<file path="src/rtl/mem_port_arbiter.sv">
// mem_port_arbiter: shares one memory port between fetch and data requesters, data first with a fetch anti-starvation streak limit
module mem_port_arbiter #(
   parameter int MEM_LATENCY = 1,
   parameter int STREAK_MAX  = 4
) (
   input  logic        clock,
   input  logic        reset,
   input  logic        f_req,
   input  logic [31:0] f_addr,
   output logic        f_ack,
   output logic [31:0] f_rdata,
   input  logic        d_req,
   input  logic        d_we,
   input  logic [31:0] d_addr,
   input  logic [31:0] d_wdata,
   input  logic [1:0]  d_size,
   output logic        d_ack,
   output logic [31:0] d_rdata,
   output logic        m_valid,
   output logic [31:0] m_addr,
   output logic [31:0] m_data_in,
   output logic        m_read_write,
   output logic [1:0]  m_access_size,
   input  logic [31:0] m_data_out,
   output logic        busy
);
   typedef enum logic [1:0] {IDLE, ISSUE, WAIT, RESP} state_t;
   state_t      state, state_nx;
   logic [3:0]  streak, cnt;
   logic        own_d, rw_q, grant_f, grant_d, hold, last_wait;
   logic [1:0]  size_q;
   logic [31:0] addr_q, wdata_q;

   assign grant_f   = f_req && (!d_req || streak == 4'(STREAK_MAX));
   assign grant_d   = d_req && !grant_f;
   assign hold      = state == ISSUE || state == WAIT;
   assign last_wait = state == WAIT && cnt == '0;

   always_comb begin
      state_nx      = state == IDLE ? ((f_req || d_req) ? ISSUE : IDLE) :
                      state == ISSUE ? WAIT :
                      state == WAIT ? (last_wait ? RESP : WAIT) : IDLE;
      m_valid       = state == ISSUE;
      busy          = state != IDLE;
      f_ack         = state == RESP && !own_d;
      d_ack         = state == RESP && own_d;
      m_addr        = hold ? addr_q : '0;
      m_data_in     = hold ? wdata_q : '0;
      m_read_write  = hold && rw_q;
      m_access_size = hold ? size_q : '0;
   end

   always_ff @(posedge clock) begin
      if (reset) begin
         state   <= IDLE;
         streak  <= '0;
         cnt     <= '0;
         own_d   <= 1'b0;
         rw_q    <= 1'b0;
         size_q  <= '0;
         addr_q  <= '0;
         wdata_q <= '0;
         f_rdata <= '0;
         d_rdata <= '0;
      end else begin
         state <= state_nx;
         if (state == IDLE && (f_req || d_req)) begin
            own_d   <= grant_d;
            addr_q  <= grant_d ? d_addr : f_addr;
            wdata_q <= grant_d && d_we ? d_wdata : '0;
            rw_q    <= grant_d && d_we;
            size_q  <= grant_d ? d_size : 2'b10;
            // streak counts data wins only while fetch is actually waiting
            streak  <= grant_d && f_req ? (streak == 4'(STREAK_MAX) ? streak : streak + 4'd1) : '0;
         end
         cnt     <= state == ISSUE ? 4'(MEM_LATENCY - 1) : state == WAIT ? cnt - 4'd1 : cnt;
         f_rdata <= last_wait && !own_d ? m_data_out : f_rdata;
         d_rdata <= last_wait && own_d ? (rw_q ? '0 : m_data_out) : d_rdata;
      end
   end
endmodule

</file>
<file path="config.mk">
export PLATFORM = sky130hd
export DESIGN_NAME = mem_port_arbiter
export DESIGN_NICKNAME = d
export VERILOG_FILES = /design/src/rtl/mem_port_arbiter.sv
export SDC_FILE = /design/constraint.sdc
export NUM_CORES = 1
export LEC_CHECK = 0
export CORE_MARGIN = 1
export CORE_UTILIZATION = 40
export CTS_CLUSTER_DIAMETER = 100
export DETAILED_ROUTE_END_ITERATION = 10
export PLACE_DENSITY = 0.84
export REMOVE_ABC_BUFFERS = 1
export SYNTH_ARGS = -nofsm -noshare
export SYNTH_HDL_FRONTEND = slang
export SYNTH_SLANG_ARGS = --single-unit
</file>
<file path="constraint.sdc">
create_clock -name clock -period 1.6 [get_ports clock]
set_input_delay 0.16 -clock clock [delete_from_list [all_inputs] [get_ports clock]]
set_output_delay 0.16 -clock clock [all_outputs]
set_load 0.02 [all_outputs]
</file>
==> After elaboration in Yosys (flattened, before gate mapping) <==
Index checks and enable logic that the tools add are counted.
{ "totals": {"ff_bits": 142, "input_bits": 135, "wordCells": 53, "output_inout_bits": 135} }
{ "classes": {"add_sub_neg": 2, "eq_ne": 5, "n_mux": 14, "reduce_logical": 22} }
{ "op_table": {"columns": ["cell", "count"], "rows": [
  ["2-to-1 mux 32 bit", 5],
  ["logical AND 1 bit", 11],
  ["2-to-1 mux 2 bit", 5],
  ["2-to-1 mux 4 bit", 2],
  ["adder 4 x 1 -> 4 bit, second input constant", 1],
  ["== test 2 bit, second input constant", 2],
  ["== test 4 x 3 -> 1 bit, second input constant", 1],
  ["zero test 4 bit", 1],
  ["subtractor 4 x 1 -> 4 bit, second input constant", 1],
  ["zero test 1 bit", 3],
  ["logical OR 1 bit", 3],
  ["== test 2 x 1 -> 1 bit, second input constant", 1],
  ["zero test 2 bit", 1],
  ["2-to-1 mux 1 bit", 2],
  ["!= test 2 bit, second input constant", 1],
  ["AND reduction 2 bit", 1],
  ["nonzero test 2 bit", 1],
  ["OR reduction 2 bit", 1]
]} }

==> Depth between registers and ports, before layout <==
Gate-level depths: netlist of run 1.
{ "depth": {"depth_word": 8, "mapped_depth": 8, "mapped_depth_nobuf": 5} }

==> Worst setup path before layout of run 1 <==
OpenSTA, ideal clock, no wires.
{ "synth_timing": {"path_type": "reg2out", "start": "reg state[0]", "end": "out m_access_size[0]", "stages_incl_launch_ff": 6, "arrival_time_ns": 1.397, "required_time_ns": 1.440, "path_buffers": 2, "slack_ns": 0.043, "cell_sequence": "dfxtp_1 > inv_1 > ha_1 > clkbuf_1 > clkbuf_1 > and2_1"} }
{ "synth_via": {"elab_chain_len": 3, "elab_cells_between_ends": 4, "classes_between": "eq/ne: 2; mux: 1; reduce/logical: 1"} }
{ "synth_lines": {"columns": ["item", "line", "source"], "rows": [
  ["from (decl)", "28", "state_t state, state_nx;"],
  ["from (signal assigned)", "66", "state <= state_nx;"],
  ["== test 2 x 1 -> 1 bit or == test 2 bit (tied branches)", "36", "assign hold = state == ISSUE || state == WAIT;"],
  ["logical OR 1 bit (*)", "36", null],
  ["2-to-1 mux 2 bit (*)", "50", "m_access_size = hold ? size_q : '0;"],
  ["to (decl)", "23", "output logic [1:0] m_access_size,"]
]} }
Every way passes the cells marked *; elsewhere a longest branch is shown, timed or not.

==> Final worst setup path of run 1 <==
{ "layout_timing": {"start": "reg state[0]", "end": "reg d_rdata[1]"} }
{ "layout_via": {"elab_chain_len": 3} }
{ "layout_lines": {"columns": ["item", "line", "source"], "rows": [
  ["== test 2 bit", "37", "assign last_wait = state == WAIT && cnt == '0;"],
  ["logical AND 1 bit", "37", null],
  ["logical AND 1 bit", "78", "d_rdata <= last_wait && own_d ? (rw_q ? '0 : m_data_out) : d_rdata;"],
  ["to (signal assigned)", "78", null],
  ["to (decl)", "18", "output logic [31:0] d_rdata,"]
]} }
No other way between the ends.
A chain may end at the register's enable or synchronous reset.

==> results of run 1 <==
-- cell usage after synthesis, types with 2 or more instances --
master    number  share of area (%)
nand4b_1      32                4.4
nand3_1      104                8.2
nand4_1        3               0.29
o21ai_0      161                 13
and3_1         2               0.20
buf_4         10                1.2
nor3_1         3               0.24
a31oi_1       32                3.1
and2_1        68                6.7
buf_2          8               0.63
a21oi_1      101                7.9
clkbuf_2       3               0.24
dfxtp_1      142                 45
clkbuf_1      61                3.6
inv_1         11               0.65
xnor2_1        2               0.27
buf_1          2               0.12
ha_1           8                1.6
buf_6          4               0.71
nand2_1        5               0.29
-- cells by family (layout without fill, tap and decap cells) --
family          Yosys count  count (layout)  share of synthesized area, %
compound gates          301             301                          24.6
simple gates            228             229                          21.7
flops                   142             142                          44.5
buf+inv                 100             395                          7.15
fa+ha+maj                 8               8                          1.57
xor+xnor                  3               3                         0.412
-- report_power, final --
group,switching [W],internal (W)
clock,0.00161,0.00270
combinational,0.00105,0.00105
sequential,0.000104,0.00369
-- registers in the layout, indices dropped and copies added (netlist names) --
signal	cells
addr_q	32
d_rdata	32
f_rdata	32
wdata_q	32
cnt	4
streak	4
size_q	2
state	2
own_d	1
rw_q	1
-- stage by stage --
stage	total power, W	worst slack (ns)
3_5_place_dp	0.00544	-0.301
3_3_place_gp	0.00542	-0.267
5_1_grt	0.0105	-0.551
2_1_floorplan	0.00446	-1.48
4_1_cts	0.00986	-0.316
6_report	0.0102	-0.338
-- cell usage in the layout, fill, tap and decap left out, types with 4 or more instances in the layout --
master / count
nand4b_1: 32
clkbuf_1: 4
inv_1: 7
and2_1: 32
nand3_4: 6
dfxtp_1: 139
and2_4: 36
nand2_1: 5
dlymetal6s2s_1: 20
nand3_1: 86
o21ai_1: 7
nand3_2: 12
buf_6: 75
buf_16: 5
inv_2: 4
a31oi_1: 32
o21ai_4: 15
a21oi_1: 75
o21ai_0: 98
clkdlybuf4s50_1: 177
clkbuf_16: 27
bufinv_16: 4
buf_12: 25
buf_4: 35
a21oi_2: 26
o21ai_2: 42
-- metal layers --
metal  GRT usage (%)  routed length [µm]  vias up
met5               0                  13        -
met4            16.1                1380        2
met3            9.98                3310      122
met2            49.5               14100      542
met1            31.1               10100     3668
li1                -                   -     3403
-- final cells by class --
cell class / instances / area (µm²) / share of cell area (%)
clock buffers: 23 / 468 / 4.01
flip-flops and latches: 142 / 2850 / 24.4
multi-input cells: 541 / 3850 / 33.0
inverters: 12 / 45.0 / 0.386
repair buffers: 351 / 4040 / 34.6
clock inverters: 9 / 158 / 1.35
well taps: 211 / 264 / 2.26
-- worst paths after layout --
check | startpoint | endpoint | slack, ns | depth (start not counted)
worst min-delay path | reset | state[0] | 0.17 | 3
worst max-delay path | state[0] | d_rdata[1] | -0.34 | 10
worst max register to register | state[0] | d_rdata[1] | -0.34 | 10
worst min register to register | size_q[0] | size_q[0] | 0.47 | 2
-- critical path, delay by kind of cell, from the launching register on --
| kind | cells | cell delay (ns) |
|---|---|---|
| adder cells (fa/ha/maj) | 1 | 0.13 |
| flip-flops | 1 | 0.32 |
| buffers and inverters | 6 | 0.65 |
| AND/OR/NAND/NOR | 2 | 0.41 |
| AO/OA/AOI/OAI | 1 | 0.32 |
-- timing repair --
item                       4_1_cts  5_1_grt
setup endpoints to repair      102      198
resized for setup              411      293
cloned                          11       10
pin swaps                        8       64
buffers inserted                 8       14
==> flow_summary.yaml, run 1 <==
run_status:
  status: "finished, violations left"
  violations: "setup timing"
logic_synthesis:
  avgSynthCellArea_um2: 8.17
  synth_cells: 782
  seq_area_frac_synth_pct: 44.5
  synth_flop_cell: "dfxtp_1"
  synthesis.area_um2: 6390
  synth_enable_flop_cells: 0
  synth_seq_cells: 142
  synthArstFlopShare_pct: 0
  synth.distinct_cells: 40
  yosysWarnings: 0
critical_path:
  worstPathCellList: "inv_2 > buf_4 > buf_6 > ha_4 > and4bb_4 > buf_12 > buf_6 > buf_6 > nand4b_1 > a21oi_1"
  cp_max_fo: 7
  worstSetupPathType: "register to register"
  slowest_delay_ns: 0.32
  crit_arrival_ns: 2.24
  startpoint_type: "register"
  end_kind: "register"
  cp_slowest_cell: "dfxtp_2"
  crit_top_cell: "buf_6"
  cp.required_ns: 1.91
route:
  wl_per_cell_um: 22.5
  drt-total-wl_um: 28900
  drt_iter0_markers: 706
  dr.pass1.iters: 9
  ant_nets: 0
  vias: 7737
  route.detailed.drc: 0
  viasPerCell: 6.00
global_route:
  grt_max_degree: 66
  grtUsageTotal_pct: 28.9
  grt_first_pass_wirelength_um: 36700
  grt_antenna_before_repair: 1
  grt_pass1_vias: 7133
  grt_overflow: 0
timing:
  rsz0062_at_grt: "yes"
  max_slew_margin_pct: 42.2
  whs_ns: 0.169
  hold_viol: 0
  drv_slew: 0
  layout_setup_ws_ns: -0.338
  period_needed_ns: 1.94
  period_share_pct: 121
  finalSetupTns_ns: -22.70
  clock.fmax_ghz: 0.516
  finalSetupViolCount: 139
  clock_skew_ns: 0.0138
  tightest_slew_ns: 0.867
cells_and_area:
  nFillCells: 948
  antenna_cells: 0
  layoutNonFillerInstCount: 1289
  fin_util_pct: 75.9
  drive_gt1_share_pct: 31.4
  final_area_um2: 11700
  area_growth_pct: 82.8
  final_nets: 1208
placed_design:
  dpl.cell_count: 1220
  gp_congestion: 0.780
  place.port_buffers: 269
  placed_area_um2: 9500
  dp_hpwl_um: 14200
die:
  die_y_um: 128
  initial_utilization_pct: 41.5
  pin_count: 270
  core.rowCount: 45
  dieArea_um2: 16500
  core-area_um2: 15400
  die_w_um: 128
clock_network:
  clockRootBuffer: "clkbuf_16"
  htreeDepth: 4
  cts_buffers: 17
  insertion_delay_ns: 0.43
  ctsHoldBuffers: 0
  clk_path_buf_depth: 2
  cts_tree: "done"
  clk_pin_slew_ns: 0.07
  cts_sinks: 142
power:
  irDropWorstVdd_mv: 0.782
  leakage_nw: 4.51
  power_density_nw_per_um2: 875
job:
  cap_violations: 0
worst_hold_path:
  hold_class: "primary input to register"
No activity file was read; power rests on OpenSTA's default activity.
==> inputs of run 2 (changes only) <==
Settings changed: ABC_AREA set to 1, PLACE_DENSITY 0.84 to 0.83.
==> run 2 against run 1 <==
  * The flow still finishes with violations (setup timing)
  * Synthesized cell count is 29% higher
  * Flip-flop and latch count did not move
  * Hold slack gained 0.10 ns
  * Combinational power rose by 3%
  * Maximum frequency grew 2.3%
  * Register-to-register slack better by 0.37 ns
  * Sequential power grew 1%
  * Clock power is 16% lower
  * Highest routed layer is now met4
  * Worst setup slack better by 0.043 ns
==> flow_summary.yaml, run 2 <==
job:
  cap_violations: 0
global_route:
  grt_overflow: 0
  grt_max_degree: 103
  grt_first_pass_wirelength_um: 31800
  grt_pass1_vias: 6613
  grt_antenna_before_repair: 0
  grtUsageTotal_pct: 23.8
route:
  drt-total-wl_um: 23400
  ant_nets: 0
  viasPerCell: 4.85
  drt_iter0_markers: 477
  route.detailed.drc: 0
  dr.pass1.iters: 5
  vias: 7390
  wl_per_cell_um: 15.3
cells_and_area:
  mostFrequentLayoutCells: "clkdlybuf4s50_1 (197), nand2_1 (172), inv_1 (167)"
  final_nets: 1441
  final_common_cell: "clkdlybuf4s50_1"
  drive_gt1_share_pct: 20.6
  antenna_cells: 0
  final_area_um2: 11100
  fin_util_pct: 69.1
  area_growth_pct: 67.1
logic_synthesis:
  synth_seq_cells: 142
  synth_most_common_cell: "nand2_1"
  yosysWarnings: 0
  synth_cells: 1011
  synthTopCellsByCount: "nand2_1 (215), inv_1 (214), dfxtp_1 (142)"
  avgSynthCellArea_um2: 6.57
  seq_area_frac_synth_pct: 42.8
  synthArstFlopShare_pct: 0
  ys_top_cells_by_area: "dfxtp_1 (43%), nand2_1 (12%), inv_1 (12%)"
  synthesis.area_um2: 6640
  synth_top_area_cell: "dfxtp_1"
  synth.distinct_cells: 26
  synth_flop_cell: "dfxtp_1"
  synth_top_cell_area_share_pct: 42.8
  synth_enable_flop_cells: 0
timing:
  layout_setup_ws_ns: -0.295
  rsz0062_at_grt: "yes"
  max_slew_margin_pct: 64.2
  hold_viol: 0
  period_share_pct: 118
  drv_slew: 0
  period_needed_ns: 1.89
  whs_ns: 0.272
  clock_skew_ns: 0.00691
  clock.fmax_ghz: 0.528
  finalSetupViolCount: 67
  tightest_slew_ns: 0.537
clock_network:
  cts_sinks: 142
  clk_pin_slew_ns: 0.05
  htreeDepth: 4
  cts_tree: "done"
  insertion_delay_ns: 0.41
  clk_path_buf_depth: 2
  cts_buffers: 17
  clockRootBuffer: "clkbuf_16"
critical_path:
  startpoint_type: "register"
  cp_max_fo: 5
  cp.required_ns: 1.44
  reg2reg_from: "cnt[3]"
  r2r_cells: 5
  rrSetupSlack_ns: 0.03
  reg2reg_to: "f_rdata[27]"
  crit_start: "state[0]"
  crit_arrival_ns: 1.73
  crit_end: "m_data_in[1]"
  end_kind: "output port"
  worstSetupPathType: "register to output port"
power:
  power_density_nw_per_um2: 868
  irDropWorstVdd_mv: 0.690
  leakage_nw: 5.36
placed_design:
  gp_congestion: 0.804
  placed_area_um2: 9730
  place.port_buffers: 269
  dp_hpwl_um: 13900
die:
  dieArea_um2: 17100
  core.rowCount: 46
  die_y_um: 131
  die_w_um: 131
  initial_utilization_pct: 41.3
  pin_count: 270
  core-area_um2: 16100
run_status:
  violations: "setup timing"
  status: "finished, violations left"
worst_hold_path:
  hold_class: "primary input to register"
-- run 2: what timing repair did --
item                       4_1_cts  5_1_grt
buffers inserted                 9        5
hold buffers                     0        0
gates resized for setup        456      105
pin swaps                        8       19
setup endpoints to repair       72      117
gates cloned                     5       10
-- run 2: cell type report --
| cell class | instances | area (µm²) |
|---|---|---|
| tap | 216 | 270 |
| multi-input combinational | 589 | 2980 |
| sequential | 142 | 2850 |
| timing repair buffer | 332 | 3650 |
| clock inverter | 8 | 68.8 |
| clock buffer | 21 | 460 |
| inverter | 216 | 813 |
| fill | 1214 | 4960 |
-- run 2: worst max-delay path: stages, from the launching register on --
cell and delay (ns):
dfxtp_2 0.33, inv_2 0.05, ha_4 0.30, buf_12 0.12, buf_12 0.13, clkbuf_16 0.16, nand2_2 0.07, inv_2 0.06
buf_6 0.10
-- run 2: kinds of logic (layout without fill, tap and decap cells) --
group,Yosys count,in the layout,share of synthesized area (%)
buffers and inverters,280,577,16.7
AO/OA/AOI/OAI,139,139,10.5
adder cells (fa/ha/maj),8,8,1.51
flip-flops,142,142,42.8
AND/OR/NAND/NOR,440,440,28.1
XOR/XNOR,2,2,0.264
-- run 2: worst min path at each step --
stage | start | to | slack [ns] | cells after the start
after floorplan | reset | own_d | 0.23 | 1
after global placement | f_rdata[18] | f_rdata[18] | 0.43 | 2
after detailed placement | f_rdata[13] | f_rdata[13] | 0.43 | 2
after CTS | reset | f_rdata[31] | 0.29 | 4
after global routing | d_wdata[22] | wdata_q[22] | 0.31 | 3
final | reset | wdata_q[20] | 0.27 | 3
-- run 2: through the flow --
stage	setup slack [ns]	std cells	setup TNS [ns]	power [W]
2_1_floorplan	-1.76	947	-111.34	0.00461
3_3_place_gp	-0.252	1470	-15.14	0.00553
3_5_place_dp	-0.293	1470	-18.12	0.00556
4_1_cts	-0.258	1513	-13.73	0.00943
5_1_grt	-0.351	1524	-17.41	0.00996
6_report	-0.295	1524	-13.27	0.00963
-- run 2: where the power goes --
| group | switching, W | internal, W |
|---|---|---|
| registers | 0.000136 | 0.00371 |
| clock network | 0.00143 | 0.00218 |
| logic | 0.00108 | 0.00109 |
| total | 0.00264 | 0.00698 |
-- run 2: layer usage --
layer	vias up	GRT usage (%)	routed length [µm]	share of wire, %
met5	-	0	0	0
met4	0	11.0	693	3.0
met3	51	6.47	1600	6.9
met2	292	43.0	11900	51
met1	3391	25.9	9140	39
li1	3656	-	-	-
